**src/rtl/eth_rx_fsm_if.sv**
```systemverilog
// Receive-buffer write bus between the RX frame engine (master) and the buffer memory (slave).
interface eth_rx_fsm_if #(
  parameter int unsigned ADDR_W = 11
);
  logic              wr_en;
  logic [ADDR_W-1:0] wr_addr;
  logic [7:0]        wr_data;

  modport master (output wr_en, wr_addr, wr_data);
  modport slave  (input  wr_en, wr_addr, wr_data);
endinterface

```
**src/rtl/eth_rx_fsm.sv**
```systemverilog
// RGMII receive frame engine: preamble/SFD detect, MAC capture, inline CRC-32, FCS-stripped buffer writes.
// Optional define ETH_RX_MAC_FILTER_EN keeps only broadcast or MAC_ADDR destinations.
//
// state       | meaning
// ------------+---------------------------------------------------------------
// S_IDLE      | waiting for the first 0x55 of a preamble
// S_PREAMBLE  | inside preamble, waiting for SFD 0xD5
// S_MAC_DST   | shifting in 6 destination MAC bytes
// S_MAC_SRC   | shifting in 6 source MAC bytes
// S_PAYLOAD   | length/type + payload through the 4-byte FCS delay line
// S_CHECK     | frame ended, latch status, pulse done on exit
// S_DROP      | discarding the rest of the frame until dv falls
module eth_rx_fsm #(
  parameter int unsigned ADDR_W    = 11,
  parameter int unsigned MAX_BYTES = 1502,
  parameter int unsigned MIN_BYTES = 48,
  parameter logic [47:0] MAC_ADDR  = 48'h1A_2B_3C_4D_5E_6F
) (
  input  logic              i_eth_clk,
  input  logic              i_rst_n,
  input  logic              i_rx_dv,
  input  logic              i_rx_er,
  input  logic [7:0]        i_rx_data_8b,
  input  logic              i_rx_release,
  eth_rx_fsm_if.master      o_mem,
  output logic [47:0]       o_mac_dst,
  output logic [47:0]       o_mac_src,
  output logic [ADDR_W-1:0] o_rx_size,
  output logic              o_rx_done,
  output logic              o_rx_good,
  output logic              o_rx_pending,
  output logic              o_busy,
  output logic [7:0]        o_drop_cnt
);

  typedef enum logic [2:0] {
    S_IDLE     = 3'd0,
    S_PREAMBLE = 3'd1,
    S_MAC_DST  = 3'd2,
    S_MAC_SRC  = 3'd3,
    S_PAYLOAD  = 3'd4,
    S_CHECK    = 3'd5,
    S_DROP     = 3'd6
  } state_t;

  localparam logic [ADDR_W-1:0] LP_MAX      = ADDR_W'(MAX_BYTES);
  localparam logic [ADDR_W-1:0] LP_MIN      = ADDR_W'(MIN_BYTES);
  localparam logic [31:0]       LP_CRC_INIT = 32'hFFFF_FFFF;
  localparam logic [31:0]       LP_CRC_RES  = 32'hDEBB_20E3;
  localparam logic [7:0]        LP_PRE      = 8'h55;
  localparam logic [7:0]        LP_SFD      = 8'hD5;

  state_t            r_state;
  state_t            w_next;
  logic              w_drop_inc;

  logic [2:0]        r_byte_cnt;
  logic [31:0]       r_crc;
  logic [47:0]       r_dst_sh;
  logic [47:0]       r_src_sh;
  logic [7:0]        r_dly [4];
  logic [2:0]        r_dly_fill;
  logic [ADDR_W-1:0] r_wr_cnt;
  logic              r_err;

  logic              r_wr_en;
  logic [ADDR_W-1:0] r_wr_addr;
  logic [7:0]        r_wr_data;
  logic [47:0]       r_mac_dst;
  logic [47:0]       r_mac_src;
  logic [ADDR_W-1:0] r_rx_size;
  logic              r_rx_done;
  logic              r_rx_good;
  logic              r_rx_pending;
  logic [7:0]        r_drop_cnt;

  logic [47:0]       w_dst_next;
  logic              w_filter_ok;
  logic              w_pending_eff;
  logic              w_sfd;
  logic              w_start;
  logic              w_crc_feed;
  logic              w_mac_byte;
  logic              w_pay_byte;
  logic              w_disp;
  logic              w_ovf;
  logic              w_wr;
  logic              w_crc_ok;
  logic              w_runt;

  function automatic logic [31:0] crc_byte(input logic [31:0] c, input logic [7:0] d);
    logic [31:0] r;
    r = c;
    for (int i = 0; i < 8; i++) begin
      r = (r[0] ^ d[i]) ? ((r >> 1) ^ 32'hEDB8_8320) : (r >> 1);
    end
    return r;
  endfunction

  assign w_dst_next = {r_dst_sh[39:0], i_rx_data_8b};

`ifdef ETH_RX_MAC_FILTER_EN
  assign w_filter_ok = (w_dst_next == 48'hFFFF_FFFF_FFFF) || (w_dst_next == MAC_ADDR);
`else
  // promiscuous: every destination is accepted
  assign w_filter_ok = (w_dst_next == MAC_ADDR) || 1'b1;
`endif

  // a release sampled together with a new preamble frees the buffer for that frame
  assign w_pending_eff = r_rx_pending && !i_rx_release;
  assign w_crc_ok      = (r_crc == LP_CRC_RES);
  assign w_runt        = (r_wr_cnt < LP_MIN);

  always_ff @(posedge i_eth_clk or negedge i_rst_n) begin
    if (!i_rst_n) begin
      r_state <= S_IDLE;
    end else begin
      r_state <= w_next;
    end
  end

  always_comb begin
    w_next     = r_state;
    w_drop_inc = 1'b0;
    case (r_state)
      S_IDLE: begin
        if (i_rx_dv) begin
          if ((i_rx_data_8b == LP_PRE) && !w_pending_eff) begin
            w_next = S_PREAMBLE;
          end else begin
            w_next     = S_DROP;
            w_drop_inc = 1'b1;
          end
        end
      end
      S_PREAMBLE: begin
        if (!i_rx_dv) begin
          w_next = S_IDLE;
        end else if (i_rx_data_8b == LP_SFD) begin
          w_next = S_MAC_DST;
        end else if (i_rx_data_8b != LP_PRE) begin
          w_next     = S_DROP;
          w_drop_inc = 1'b1;
        end
      end
      S_MAC_DST: begin
        if (!i_rx_dv) begin
          w_next     = S_IDLE;
          w_drop_inc = 1'b1;
        end else if (r_byte_cnt == 3'd5) begin
          if (w_filter_ok) begin
            w_next = S_MAC_SRC;
          end else begin
            w_next     = S_DROP;
            w_drop_inc = 1'b1;
          end
        end
      end
      S_MAC_SRC: begin
        if (!i_rx_dv) begin
          w_next     = S_IDLE;
          w_drop_inc = 1'b1;
        end else if (r_byte_cnt == 3'd5) begin
          w_next = S_PAYLOAD;
        end
      end
      S_PAYLOAD: begin
        if (!i_rx_dv) begin
          w_next = S_CHECK;
        end else if (w_ovf) begin
          w_next     = S_DROP;
          w_drop_inc = 1'b1;
        end
      end
      S_CHECK: w_next = S_IDLE;
      S_DROP: begin
        if (!i_rx_dv) begin
          w_next = S_IDLE;
        end
      end
      default: w_next = S_IDLE;
    endcase
  end

  always_comb begin
    o_busy     = (r_state != S_IDLE);
    w_sfd      = (r_state == S_PREAMBLE) && i_rx_dv && (i_rx_data_8b == LP_SFD);
    w_start    = (r_state == S_IDLE) && (w_next == S_PREAMBLE);
    w_mac_byte = ((r_state == S_MAC_DST) || (r_state == S_MAC_SRC)) && i_rx_dv;
    w_pay_byte = (r_state == S_PAYLOAD) && i_rx_dv;
    w_crc_feed = w_mac_byte || w_pay_byte;
    // only a byte pushed out of the full delay line is written, so the FCS never is
    w_disp     = w_pay_byte && (r_dly_fill == 3'd4);
    w_ovf      = w_disp && (r_wr_cnt == LP_MAX);
    w_wr       = w_disp && !w_ovf;
  end

  always_ff @(posedge i_eth_clk or negedge i_rst_n) begin
    if (!i_rst_n) begin
      r_byte_cnt <= 3'd0;
      r_crc      <= LP_CRC_INIT;
      r_dst_sh   <= 48'd0;
      r_src_sh   <= 48'd0;
      r_dly_fill <= 3'd0;
      r_wr_cnt   <= '0;
      r_err      <= 1'b0;
      for (int i = 0; i < 4; i++) begin
        r_dly[i] <= 8'd0;
      end
    end else begin
      if (w_sfd) begin
        r_crc <= LP_CRC_INIT;
      end else if (w_crc_feed) begin
        r_crc <= crc_byte(r_crc, i_rx_data_8b);
      end

      if (w_sfd) begin
        r_byte_cnt <= 3'd0;
      end else if (w_mac_byte) begin
        r_byte_cnt <= (r_byte_cnt == 3'd5) ? 3'd0 : r_byte_cnt + 3'd1;
      end

      if ((r_state == S_MAC_DST) && i_rx_dv) begin
        r_dst_sh <= w_dst_next;
      end
      if ((r_state == S_MAC_SRC) && i_rx_dv) begin
        r_src_sh <= {r_src_sh[39:0], i_rx_data_8b};
      end

      if (w_sfd) begin
        r_dly_fill <= 3'd0;
      end else if (w_pay_byte && (r_dly_fill != 3'd4)) begin
        r_dly_fill <= r_dly_fill + 3'd1;
      end
      if (w_pay_byte) begin
        r_dly[0] <= i_rx_data_8b;
        for (int i = 1; i < 4; i++) begin
          r_dly[i] <= r_dly[i-1];
        end
      end

      if (w_sfd) begin
        r_wr_cnt <= '0;
      end else if (w_wr) begin
        r_wr_cnt <= r_wr_cnt + 1'b1;
      end

      if (w_start) begin
        r_err <= 1'b0;
      end else if ((r_state != S_IDLE) && i_rx_dv && i_rx_er) begin
        r_err <= 1'b1;
      end
    end
  end

  always_ff @(posedge i_eth_clk or negedge i_rst_n) begin
    if (!i_rst_n) begin
      r_wr_en      <= 1'b0;
      r_wr_addr    <= '0;
      r_wr_data    <= 8'd0;
      r_mac_dst    <= 48'd0;
      r_mac_src    <= 48'd0;
      r_rx_size    <= '0;
      r_rx_done    <= 1'b0;
      r_rx_good    <= 1'b0;
      r_rx_pending <= 1'b0;
      r_drop_cnt   <= 8'd0;
    end else begin
      r_wr_en <= w_wr;
      if (w_wr) begin
        r_wr_addr <= r_wr_cnt;
        r_wr_data <= r_dly[3];
      end

      r_rx_done <= (r_state == S_CHECK);
      if (r_state == S_CHECK) begin
        r_rx_good <= w_crc_ok && !r_err && !w_runt;
        r_rx_size <= r_wr_cnt;
        r_mac_dst <= r_dst_sh;
        r_mac_src <= r_src_sh;
      end

      if (r_state == S_CHECK) begin
        r_rx_pending <= 1'b1;
      end else if (i_rx_release) begin
        r_rx_pending <= 1'b0;
      end

      if (w_drop_inc && (r_drop_cnt != 8'hFF)) begin
        r_drop_cnt <= r_drop_cnt + 8'd1;
      end
    end
  end

  assign o_mem.wr_en   = r_wr_en;
  assign o_mem.wr_addr = r_wr_addr;
  assign o_mem.wr_data = r_wr_data;
  assign o_mac_dst     = r_mac_dst;
  assign o_mac_src     = r_mac_src;
  assign o_rx_size     = r_rx_size;
  assign o_rx_done     = r_rx_done;
  assign o_rx_good     = r_rx_good;
  assign o_rx_pending  = r_rx_pending;
  assign o_drop_cnt    = r_drop_cnt;

endmodule

```
**src/flat_wrapper.sv**
```systemverilog
// flat-port wrapper written by rule: the top's interface ports become plain ports
module eth_rx_fsm_flat 
#(
  parameter int unsigned ADDR_W    = 11,
  parameter int unsigned MAX_BYTES = 1502,
  parameter int unsigned MIN_BYTES = 48,
  parameter logic [47:0] MAC_ADDR  = 48'h1A_2B_3C_4D_5E_6F
)
  (i_eth_clk, i_rst_n, i_rx_dv, i_rx_er, i_rx_data_8b, i_rx_release, o_mac_dst, o_mac_src, o_rx_size, o_rx_done, o_rx_good, o_rx_pending, o_busy, o_drop_cnt, o_mem_wr_en, o_mem_wr_addr, o_mem_wr_data);
  eth_rx_fsm_if #(.ADDR_W(ADDR_W)) o_mem_i ();
  input  logic i_eth_clk;
  input  logic i_rst_n;
  input  logic i_rx_dv;
  input  logic i_rx_er;
  input  logic [7:0] i_rx_data_8b;
  input  logic i_rx_release;
  output logic [47:0] o_mac_dst;
  output logic [47:0] o_mac_src;
  output logic [ADDR_W-1:0] o_rx_size;
  output logic o_rx_done;
  output logic o_rx_good;
  output logic o_rx_pending;
  output logic o_busy;
  output logic [7:0] o_drop_cnt;
  output wire logic [$bits(o_mem_i.wr_en)-1:0] o_mem_wr_en;
  output wire logic [$bits(o_mem_i.wr_addr)-1:0] o_mem_wr_addr;
  output wire logic [$bits(o_mem_i.wr_data)-1:0] o_mem_wr_data;
  assign o_mem_wr_en = o_mem_i.wr_en;
  assign o_mem_wr_addr = o_mem_i.wr_addr;
  assign o_mem_wr_data = o_mem_i.wr_data;
  eth_rx_fsm #(.ADDR_W(ADDR_W), .MAX_BYTES(MAX_BYTES), .MIN_BYTES(MIN_BYTES), .MAC_ADDR(MAC_ADDR)) u_core (.i_eth_clk(i_eth_clk), .i_rst_n(i_rst_n), .i_rx_dv(i_rx_dv), .i_rx_er(i_rx_er), .i_rx_data_8b(i_rx_data_8b), .i_rx_release(i_rx_release), .o_mem(o_mem_i), .o_mac_dst(o_mac_dst), .o_mac_src(o_mac_src), .o_rx_size(o_rx_size), .o_rx_done(o_rx_done), .o_rx_good(o_rx_good), .o_rx_pending(o_rx_pending), .o_busy(o_busy), .o_drop_cnt(o_drop_cnt));
endmodule
```
**config.mk**
```make
export PLATFORM = sky130hd
export DESIGN_NAME = eth_rx_fsm_flat
export DESIGN_NICKNAME = d
export VERILOG_FILES = /design/src/rtl/eth_rx_fsm_if.sv /design/src/rtl/eth_rx_fsm.sv /design/src/flat_wrapper.sv
export SDC_FILE = /design/constraint.sdc
export NUM_CORES = 1
export LEC_CHECK = 0
export ABC_CLOCK_PERIOD_IN_PS = 2290
export CORE_ASPECT_RATIO = 1.1
export CORE_UTILIZATION = 51
export CTS_CLUSTER_SIZE = 28
export DETAILED_ROUTE_END_ITERATION = 6
export PLACE_DENSITY = 0.78
export REMOVE_ABC_BUFFERS = 1
export SYNTH_ARGS = -nofsm -noshare
export SYNTH_HDL_FRONTEND = slang
export SYNTH_SLANG_ARGS = --single-unit
```
**constraint.sdc**
```tcl
create_clock -name i_eth_clk -period 2.29 [get_ports i_eth_clk]
set_clock_uncertainty 0.1 [all_clocks]
set_input_delay 0.458 -clock i_eth_clk [delete_from_list [all_inputs] [get_ports i_eth_clk]]
set_output_delay 0.458 -clock i_eth_clk [all_outputs]
set_load 0.01 [all_outputs]
```
; ---- Yosys cells after proc, flatten, opt, wreduce, memory -nomap -nowiden
; Index checks and enable logic that the tools add are counted.
[op_classes]
addsub = 4
n_lt_le_gt_ge = 1
eq_ne = 16
mux = 43
n_bitwise = 16
reduce_logical = 34
[ops]
columns = cell, n
row1 = 32-bit two-way mux, 10
row2 = 13-bit NOT with 14-bit output, 8
row3 = 3-bit two-way mux, 17
row4 = 32-bit == test (second input constant), 1
row5 = 11-bit two-way mux, 2
row6 = 1-bit logical AND, 18
row7 = 3-bit case mux with 6 select lines, 1
row8 = 3-bit == test (second input constant), 5
row9 = 1-bit two-way mux, 12
row10 = 2-bit nonzero test, 6
row11 = 11-bit by 1-bit adder with 11-bit output (second input constant), 1
row12 = 11-bit == test (second input constant), 1
row13 = 11-bit by 6-bit < comparator with 1-bit output (second input constant), 1
row14 = 8-bit by 1-bit adder with 8-bit output (second input constant), 1
row15 = 8-bit by 7-bit == test with 1-bit output (second input constant), 1
row16 = 8-bit == test (second input constant), 1
row17 = 8-bit by 7-bit inequality test with 1-bit output (second input constant), 1
row18 = 8-bit inequality test (second input constant), 1
row19 = 1-bit XOR, 8
row20 = 3-bit by 1-bit adder with 3-bit output (second input constant), 2
row21 = 3-bit by 1-bit == test with 1-bit output (second input constant), 2
row22 = 3-bit by 2-bit == test with 1-bit output (second input constant), 2
row23 = 1-bit zero test, 5
row24 = 1-bit case mux with 4 select lines, 1
row25 = other kinds (5), 6
[word_totals]
ff_bits = 319
input_bits = 13
output_inout_bits = 139
elab_cells = 136

; ---- Logic depth before layout (Yosys ltp)
[depth]
ltp_word = 18
mapped_depth = 10
mapped_depth_nobuf = 8

; ---- Worst setup path before layout
; Ideal clock, no wire load.
[synth_path]
path_kind = input -> register
startpoint = in i_rx_dv
endpoint = reg u_core.r_drop_cnt[1] (netlist: u_core.o_drop_cnt[1])
setup_ns = 0.125
arrival_time_ns = 1.992
required_time_ns = 2.065
slack_ns = 0.074
path_stages = 6
path_buffers = 2
path_cell_list = buf_2 > nor4bb_1 > buf_2 > a311oi_1 > nor3_2 > mux2_2
[synth_via]
elab_chain_len = 7
elab_cells_between_ends = 10
classes_between = mux: 6 / reduce/logical: 4
[synth_lines]
columns = element, line_no
row1 = start: declaration, flat_wrapper.sv:13  ; input logic i_rx_dv;
row2 = 1-bit logical AND, eth_rx_fsm.sv:190  ; w_pay_byte = (r_state == S_PAYLOAD) && i_rx_dv;
row3 = 1-bit logical AND, eth_rx_fsm.sv:193  ; w_disp = w_pay_byte && (r_dly_fill == 3'd4);
row4 = 1-bit logical AND, eth_rx_fsm.sv:194  ; w_ovf = w_disp && (r_wr_cnt == LP_MAX);
row5 = 1-bit two-way mux, eth_rx_fsm.sv:170  ; end else if (w_ovf) begin
row6 = 1-bit two-way mux, eth_rx_fsm.sv:168  ; if (!i_rx_dv) begin
row7 = 1-bit case mux with 4 select lines (*), eth_rx_fsm.sv:125  ; case (r_state)
row8 = 1-bit logical AND (*), eth_rx_fsm.sv:289  ; if (w_drop_inc && (r_drop_cnt != 8'hFF)) begin
row9 = end signal: assignment, eth_rx_fsm.sv:290  ; r_drop_cnt <= r_drop_cnt + 8'd1;
row10 = end: declaration, eth_rx_fsm.sv:75  ; logic [7:0] r_drop_cnt;
; Every way passes the cells marked *; elsewhere a longest branch is shown, timed or not.
; A chain may end at the register's enable or synchronous reset.

; ---- Final worst setup path
[layout_path]
startpoint = reg u_core.r_state[2]
endpoint = out o_busy
[layout_via]
elab_chain_len = 1
[layout_lines]
columns = element, line_no
row1 = start: declaration, eth_rx_fsm.sv:53  ; state_t r_state;
row2 = start signal: assignment, eth_rx_fsm.sv:118  ; r_state <= w_next;
row3 = 3-bit nonzero test, eth_rx_fsm.sv:186  ; o_busy = (r_state != S_IDLE);
row4 = end: declaration, flat_wrapper.sv:23  ; output logic o_busy;
; Every way passes these cells.

==> flow_metrics.env <==
export IMPL_min_to="u_core.o_mac_src[46]$_DFFE_PN0P_"
export IMPL_setup_viol=0
export IMPL_rsz0062_at_grt="no"
export IMPL_fillerInstances=1877
export IMPL_hold_path_class="flip-flop to flip-flop"
export IMPL_io_buffers=151
export IMPL_cts_tree="yes"
export IMPL_syn_to_final_growth_pct=29.0
export IMPL_drtIter0Drc=502
export IMPL_area_sequential_um2=8030
export IMPL_status="finished clean"
export IMPL_r2r_end="u_core.r_state[1]$_DFF_PN0_"
export IMPL_finalWirelength_um=27900
export IMPL_gp_congestion=0.891
export IMPL_cp_cell_sequence="buf_4, inv_1, nand2_2, dlygate4sd2_1"
export IMPL_final_max_slew_violation_count=0
export IMPL_core_region_area_um2=25300
export IMPL_yosys_warnings=0
export IMPL_finalHoldViolations=0
export IMPL_ys_seq_area_share_pct=61.0
export IMPL_drv_cap=0
export IMPL_worstPathRequired_ns=1.73
export IMPL_p_leak_nw=8.15
export IMPL_fmax_mhz=453
export IMPL_clockBufferDepth=3
export IMPL_synthCells=1161
export IMPL_die_area_um2=26500
export IMPL_cp_max_fo=7
export IMPL_grt_max_degree=77
export IMPL_worstRegToRegCells=7
export IMPL_r2r_start="u_core.r_state[0]$_DFF_PN0_"
export IMPL_drive_gt1_share_pct=23.9
export IMPL_clock_sinks=319
export IMPL_critical_path_buf_inv_count=3
export IMPL_diodes=0
export IMPL_io_pins=152
export IMPL_stdcell_count=1759
export IMPL_synth_seq_cells=319
export IMPL_worstSetupEndpointType="primary output"
export IMPL_final_nets=1407
export IMPL_min_path_cells=2
export IMPL_synth_area_top_cells="dfrtp_1 55%, nand2_1 12%, mux2_2 11%"
export IMPL_clkTransAtPathRegs_ns=0.06
export IMPL_synth_edf_count=0
export IMPL_crit_type="flip-flop to primary output"
export IMPL_rows=61
export IMPL_worstMarginPinSlew_ns=0.590
export IMPL_vias_per_cell=5.14
export IMPL_post_drt_wl_per_cell_um=15.8
export IMPL_ir_worst_vdd_mv=0.768
export IMPL_synth_top_area_cell="dfrtp_1"
export IMPL_synth_ff_type="dfrtp_1"
export IMPL_htreeDepth=1
export IMPL_place_hpwl_um=18800
export IMPL_slew_headroom_pct=60.6
export IMPL_grt_pass1_vias=9196
export IMPL_cp_arrival_ns=1.65
export IMPL_die_height_um=170
export IMPL_power_density_nw_per_um2=1390
export IMPL_drt_first_pass_iters=5
export IMPL_multiInputGateArea_um2=4930
export IMPL_antenna_found_initial=0
export IMPL_initial_core_util_pct=51.9
export IMPL_period_share_pct=96.4
export IMPL_cpPeakStageDelay_ns=0.46
export IMPL_die_x_um=155
export IMPL_overflow=0
export IMPL_synthArstFlopShare_pct=100
export IMPL_r2r_setup_slack_ns=0.17
export IMPL_yosysUniqueCellTypes=52
export IMPL_min_period_ns=2.21
export IMPL_track_usage_pct=21.9
export IMPL_vias=9050
export IMPL_start_kind="flip-flop"
export IMPL_dp_cells=1698
export IMPL_post_route_drc_count=0
export IMPL_hp_start="u_core.r_src_sh[46]$_DFFE_PN0P_"
export IMPL_avgSynthCellArea_um2=11.3
export IMPL_syn_area_um2=13200
export IMPL_cp_slowest_cell="dfrtp_2"
export IMPL_grt_pass1_wl_um=46600
export IMPL_final_antenna_net_count=0
export IMPL_numCtsBuffers=31
export IMPL_critical_path_top_delay_family="buffers and inverters"
export IMPL_insertion_delay_ns=0.54
export IMPL_cts_root_buf="clkbuf_16"
export IMPL_power_total_mw=23.7
export IMPL_startpoint="u_core.r_state[2]$_DFF_PN0_"
export IMPL_synth_top_area_share_pct=54.6
## worst max path at each step
stage / to / slack (ns) / cells after the start
detailed placement: u_core.o_drop_cnt[1]$_DFFE_PN0P_ / -0.38 / 7
floorplan: u_core.r_wr_cnt[3]$_DFFE_PN0P_ / -5.89 / 6
CTS: o_busy / 0.008 / 4
global placement: u_core.o_drop_cnt[1]$_DFFE_PN0P_ / -0.37 / 7
global route: u_core.r_wr_cnt[3]$_DFFE_PN0P_ / 0.008 / 9
finish: o_busy / 0.08 / 4
## where the power goes
group          switching [mW]  internal [mW]
clock                    2.09           3.25
combinational            4.15           5.22
sequential               1.30           7.66
## worst min-delay path: cells and delay by family, from the launching register on
kind	cells	cell delay (ns)
simple gates	2	0.10
flops	1	0.34
## what timing repair did
| action | in CTS | in global routing |
|---|---|---|
| setup endpoints to repair | 5 | 19 |
| endpoints found under the hold margin | 40 | 0 |
| pin swaps | 1 | 1 |
| hold buffers | 1 | 0 |
| setup buffers | 3 | 0 |
| resized for setup | 5 | 6 |
## cell families (layout without fill, tap and decap cells)
group | after synthesis | in the layout | share of synthesized area (%)
xor+xnor | 90 | 90 | 6.62
mux | 130 | 130 | 11.1
simple gates | 489 | 489 | 15.2
fa+ha+maj | 5 | 5 | 0.475
buf+inv | 66 | 318 | 2.14
compound gates | 62 | 62 | 3.49
flops | 319 | 319 | 61.0
## per-layer routing
| metal | routed length (µm) | GRT usage (%) | part of all wire, % | vias to the layer above |
|---|---|---|---|---|
| met3 | 1070 | 2.75 | 3.8 | 46 |
| met1 | 12200 | 29.3 | 44 | 4526 |
| met5 | 0 | 0 | 0 | - |
| met4 | 610 | 6.44 | 2.2 | 0 |
| li1 | - | - | - | 4286 |
| met2 | 14000 | 37.7 | 50 | 192 |
## stage by stage
| stage | utilization, % | area [µm²] | TNS, ns | hold slack (ns) | setup WS [ns] |
|---|---|---|---|---|---|
| finish | 67.0 | 17000 | 0 | 0.362 | 0.0835 |
| global route | 67.0 | 17000 | 0 | 0.384 | 0.00834 |
| CTS | 66.8 | 16900 | 0 | 0.363 | 0.00778 |
| detailed placement | 62.4 | 15800 | -27.52 | 0.349 | -0.384 |
| global placement | 62.4 | 15800 | -19.71 | 0.345 | -0.370 |
| floorplan | - | 12900 | -574.91 | 0.0624 | -5.89 |
## synth_stat cells (all sizes together), types with 5 or more instances
cell,count
buf,24
o21ai,11
xnor2,70
a21oi,7
nor2,23
ha,5
xor2,20
nand2,406
dfrtp,287
nand4,9
nor3,7
o22a,25
nand3,11
o211ai,6
dfstp,32
inv,8
mux2,129
nor2b,6
clkbuf,33
and3,6
## registers in the layout, summed over array words and instances (netlist names), 8 cells and up
name and count:
u_core.o_mem.wr_data 8, u_core.r_src_sh 48, u_core.o_mac_src 48, u_core.o_mem.wr_addr 11
u_core.r_dly 32, u_core.o_mac_dst 48, u_core.r_wr_cnt 11, u_core.o_rx_size 11
u_core.r_crc 32, u_core.o_drop_cnt 8, u_core.r_dst_sh 48
## layout make-up
cell class                 count  area share (%)
clock inverter                13            1.19
sequential                   319            47.3
multi-input combinational    776            29.1
inverter                       8           0.184
clock buffer                  44            5.21
tap                          346            2.55
timing repair buffer         253            14.5
## layout by cell type, fill, tap and decap left out, types with 6 or more instances in the layout
cell type	instances
a21oi_1	7
and3_1	6
buf_12	14
buf_4	85
clkbuf_1	7
clkbuf_16	31
clkbuf_8	6
clkdlybuf4s50_1	149
clkinv_2	6
dfrtp_1	285
dfstp_2	32
inv_1	7
mux2_2	129
nand2_1	403
nand3_1	10
nand4_1	9
nor2_1	21
nor2b_1	6
o211ai_1	6
o21ai_0	11
o22a_1	25
xnor2_1	63
xnor2_2	6
xor2_1	19
Note: power is estimated with default switching activity, not from simulation.
==> RTL edit, RTL diff (same settings) <==
`ADDR_W` is set to 11 in 3 places; all go to 9.
--- a/src/rtl/eth_rx_fsm_if.sv
+++ b/src/rtl/eth_rx_fsm_if.sv
@@ -2,3 +2,3 @@
 interface eth_rx_fsm_if #(
-  parameter int unsigned ADDR_W = 11
+  parameter int unsigned ADDR_W = 9
 );
--- a/src/rtl/eth_rx_fsm.sv
+++ b/src/rtl/eth_rx_fsm.sv
@@ -13,3 +13,3 @@
 module eth_rx_fsm #(
-  parameter int unsigned ADDR_W    = 11,
+  parameter int unsigned ADDR_W    = 9,
   parameter int unsigned MAX_BYTES = 1502,
--- a/src/flat_wrapper.sv
+++ b/src/flat_wrapper.sv
@@ -3,3 +3,3 @@
 #(
-  parameter int unsigned ADDR_W    = 11,
+  parameter int unsigned ADDR_W    = 9,
   parameter int unsigned MAX_BYTES = 1502,
Ports: changed (resized o_mem_wr_addr and o_rx_size); port bits go from 152 to 148. The function was not compared with the original's and may differ.
==> RTL edit against the unedited design <==
Total power is 2.0% lower. Sequential cell count is 6 lower. Cell area down 2.3%. Maximum frequency is 1.5% lower. Routed wire length fell by 3.0%. Synthesized area down 2.1%. Worst setup slack worse by 0.033 ns. Synthesized cell count shrank 12%.
==> RTL edit: results <==
[run_status]
status = "completed"

[final_layout]
fillers = 1780
nets = 1265
diodes = 0
drive_above_1_share_pct = 31.9

[synth]
synth.distinct_cells = 50
yosys-top-cells-count = "281 x dfrtp_1, 193 x mux2_2, 189 x nand2_1, 48 x xnor2_1, 37 x a21oi_1"
ys_top_cells_by_area = "dfrtp_1 55%, mux2_2 17%, dfstp_2 6.5%, nand2_1 5.5%, xnor2_1 3.3%"
yosys_warnings = 0
ys_seq_area_share_pct = 61.1
async_flop_share_pct = 100

[clocking]
root_buffer = "clkbuf_16"
cts.clk_slew.worst_paths_ns = 0.07
clock_latency_ns = 0.56
cts_buffer_depth = 3
cts_buffers = 31
cts_max_level = 1

[worst_setup_path]
critPathMaxFanout = 5
reg2reg_slack_ns = 0.05
worstPathArrival_ns = 2.58

[power]
p_leak_uw = 0.00792
ir_drop_v = 0.000941

[drt]
wl_met3_um = 936
met1_length_um = 11900
route.met2.wl_um = 13500
via_count = 8371
route.antenna.remaining_nets = 0
drtIter0Drc = 389
first_pass_iters = 4
topRoutingLayerUsed = "met4"
wl_um = 27000

[worst_hold_path]
hold_path.class = "in -> async"

[global_routing]
grt_pass1_wl_um = 45400
grt_max_degree = 70
antenna_found_initial = 0
grt_pass1_vias = 8723
track_usage_pct = 21.7
overflow = 0

[placed_design]
portBuffers = 147
hpwl_um = 18100
gp_congestion = 0.890
dpl_worst_slack_ns = -0.449

[sta]
slew_headroom_pct = 70.6
fin_crit_ns = 2.24
## RTL edit: cell count changes after synthesis, sizes merged, moves of 5 or more
cell | before | now
buf | 24 | 14
xnor2 | 70 | 59
dfrtp | 287 | 281
o22a | 25 | 1
nor3 | 7 | 27
a21oi | 7 | 38
nand2 | 406 | 189
xor2 | 20 | 25
mux2 | 129 | 193
o21ai | 11 | 17
## RTL edit: layout make-up
type	instances	share of cell area [%]
clock buffers	40	5.24
clock inverters	18	0.792
inverters	10	0.226
multi-input cells	647	29.6
flip-flops and latches	313	47.5
well taps	310	2.34
repair buffers	244	14.4
## RTL edit: per-layer routing
layer / vias to the layer above / global-route usage [%]
met5: - / 0
met2: 163 / 36.9
li1: 3928 / -
met3: 50 / 2.69
met4: 0 / 6.57
met1: 4230 / 29.1
## RTL edit: per-stage QoR
step | TNS [ns] | cells | hold slack (ns) | area [um^2] | utilization [%]
floorplan | -273.62 | 970 | 0.0624 | 12700 | -
global placement | -26.93 | 1521 | 0.291 | 15500 | 62.9
detailed placement | -29.38 | 1521 | 0.304 | 15500 | 62.9
CTS | 0 | 1580 | 0.308 | 16500 | 67.0
global route | -0.0124 | 1582 | 0.336 | 16600 | 67.4
finish | 0 | 1582 | 0.320 | 16600 | 67.4
## RTL edit: kinds of logic after synthesis
logic type,Yosys count,synth area share [%]
DFF,313,61.1
buffers and inverters,57,1.70
muxes,193,16.9
and+or+nand+nor,289,9.84
AOI/OAI and AO/OA,76,3.41
xor gates and xnor gates,84,6.61
adders and majority gates,5,0.485
## RTL edit: worst paths after layout
path / from / end / cells past startpoint
setup / recovery: u_core.r_state[1] / u_core.o_drop_cnt[1] / 5
hold / removal: i_rst_n / u_core.o_mac_dst[43] / 2
setup reg to reg: u_core.r_state[1] / u_core.o_drop_cnt[1] / 5
hold reg to reg: u_core.r_dly[19] / u_core.r_dly[11] / 2
max in group asynchronous: i_rst_n / u_core.o_mem.wr_data[3] / 3
min in group i_eth_clk: u_core.r_dly[19] / u_core.r_dly[11] / 2
## RTL edit: timing repair
action                                  in CTS  in global routing
buffers inserted                             0                  2
pin swaps                                    1                  4
endpoints found under the setup margin       9                  9
gates resized for setup                      4                 14
endpoints found under the hold margin       39                  0
cloned                                       0                  0
hold buffers                                 1                  0
## RTL edit: power by group
part | internal, uW | switching, uW | total (uW)
clock network | 2800 | 2130 | 4930
logic | 5210 | 4320 | 9530
registers | 7460 | 1290 | 8750
total | 15500 | 7740 | 23200
## RTL edit: critical path, cell delays in order (launching register included)
cell       delay [ns]
dfrtp_1          0.45
nand4bb_1        0.30
o41ai_4          0.45
o2111ai_2        0.24
a21oi_4          0.25
mux2_4           0.32
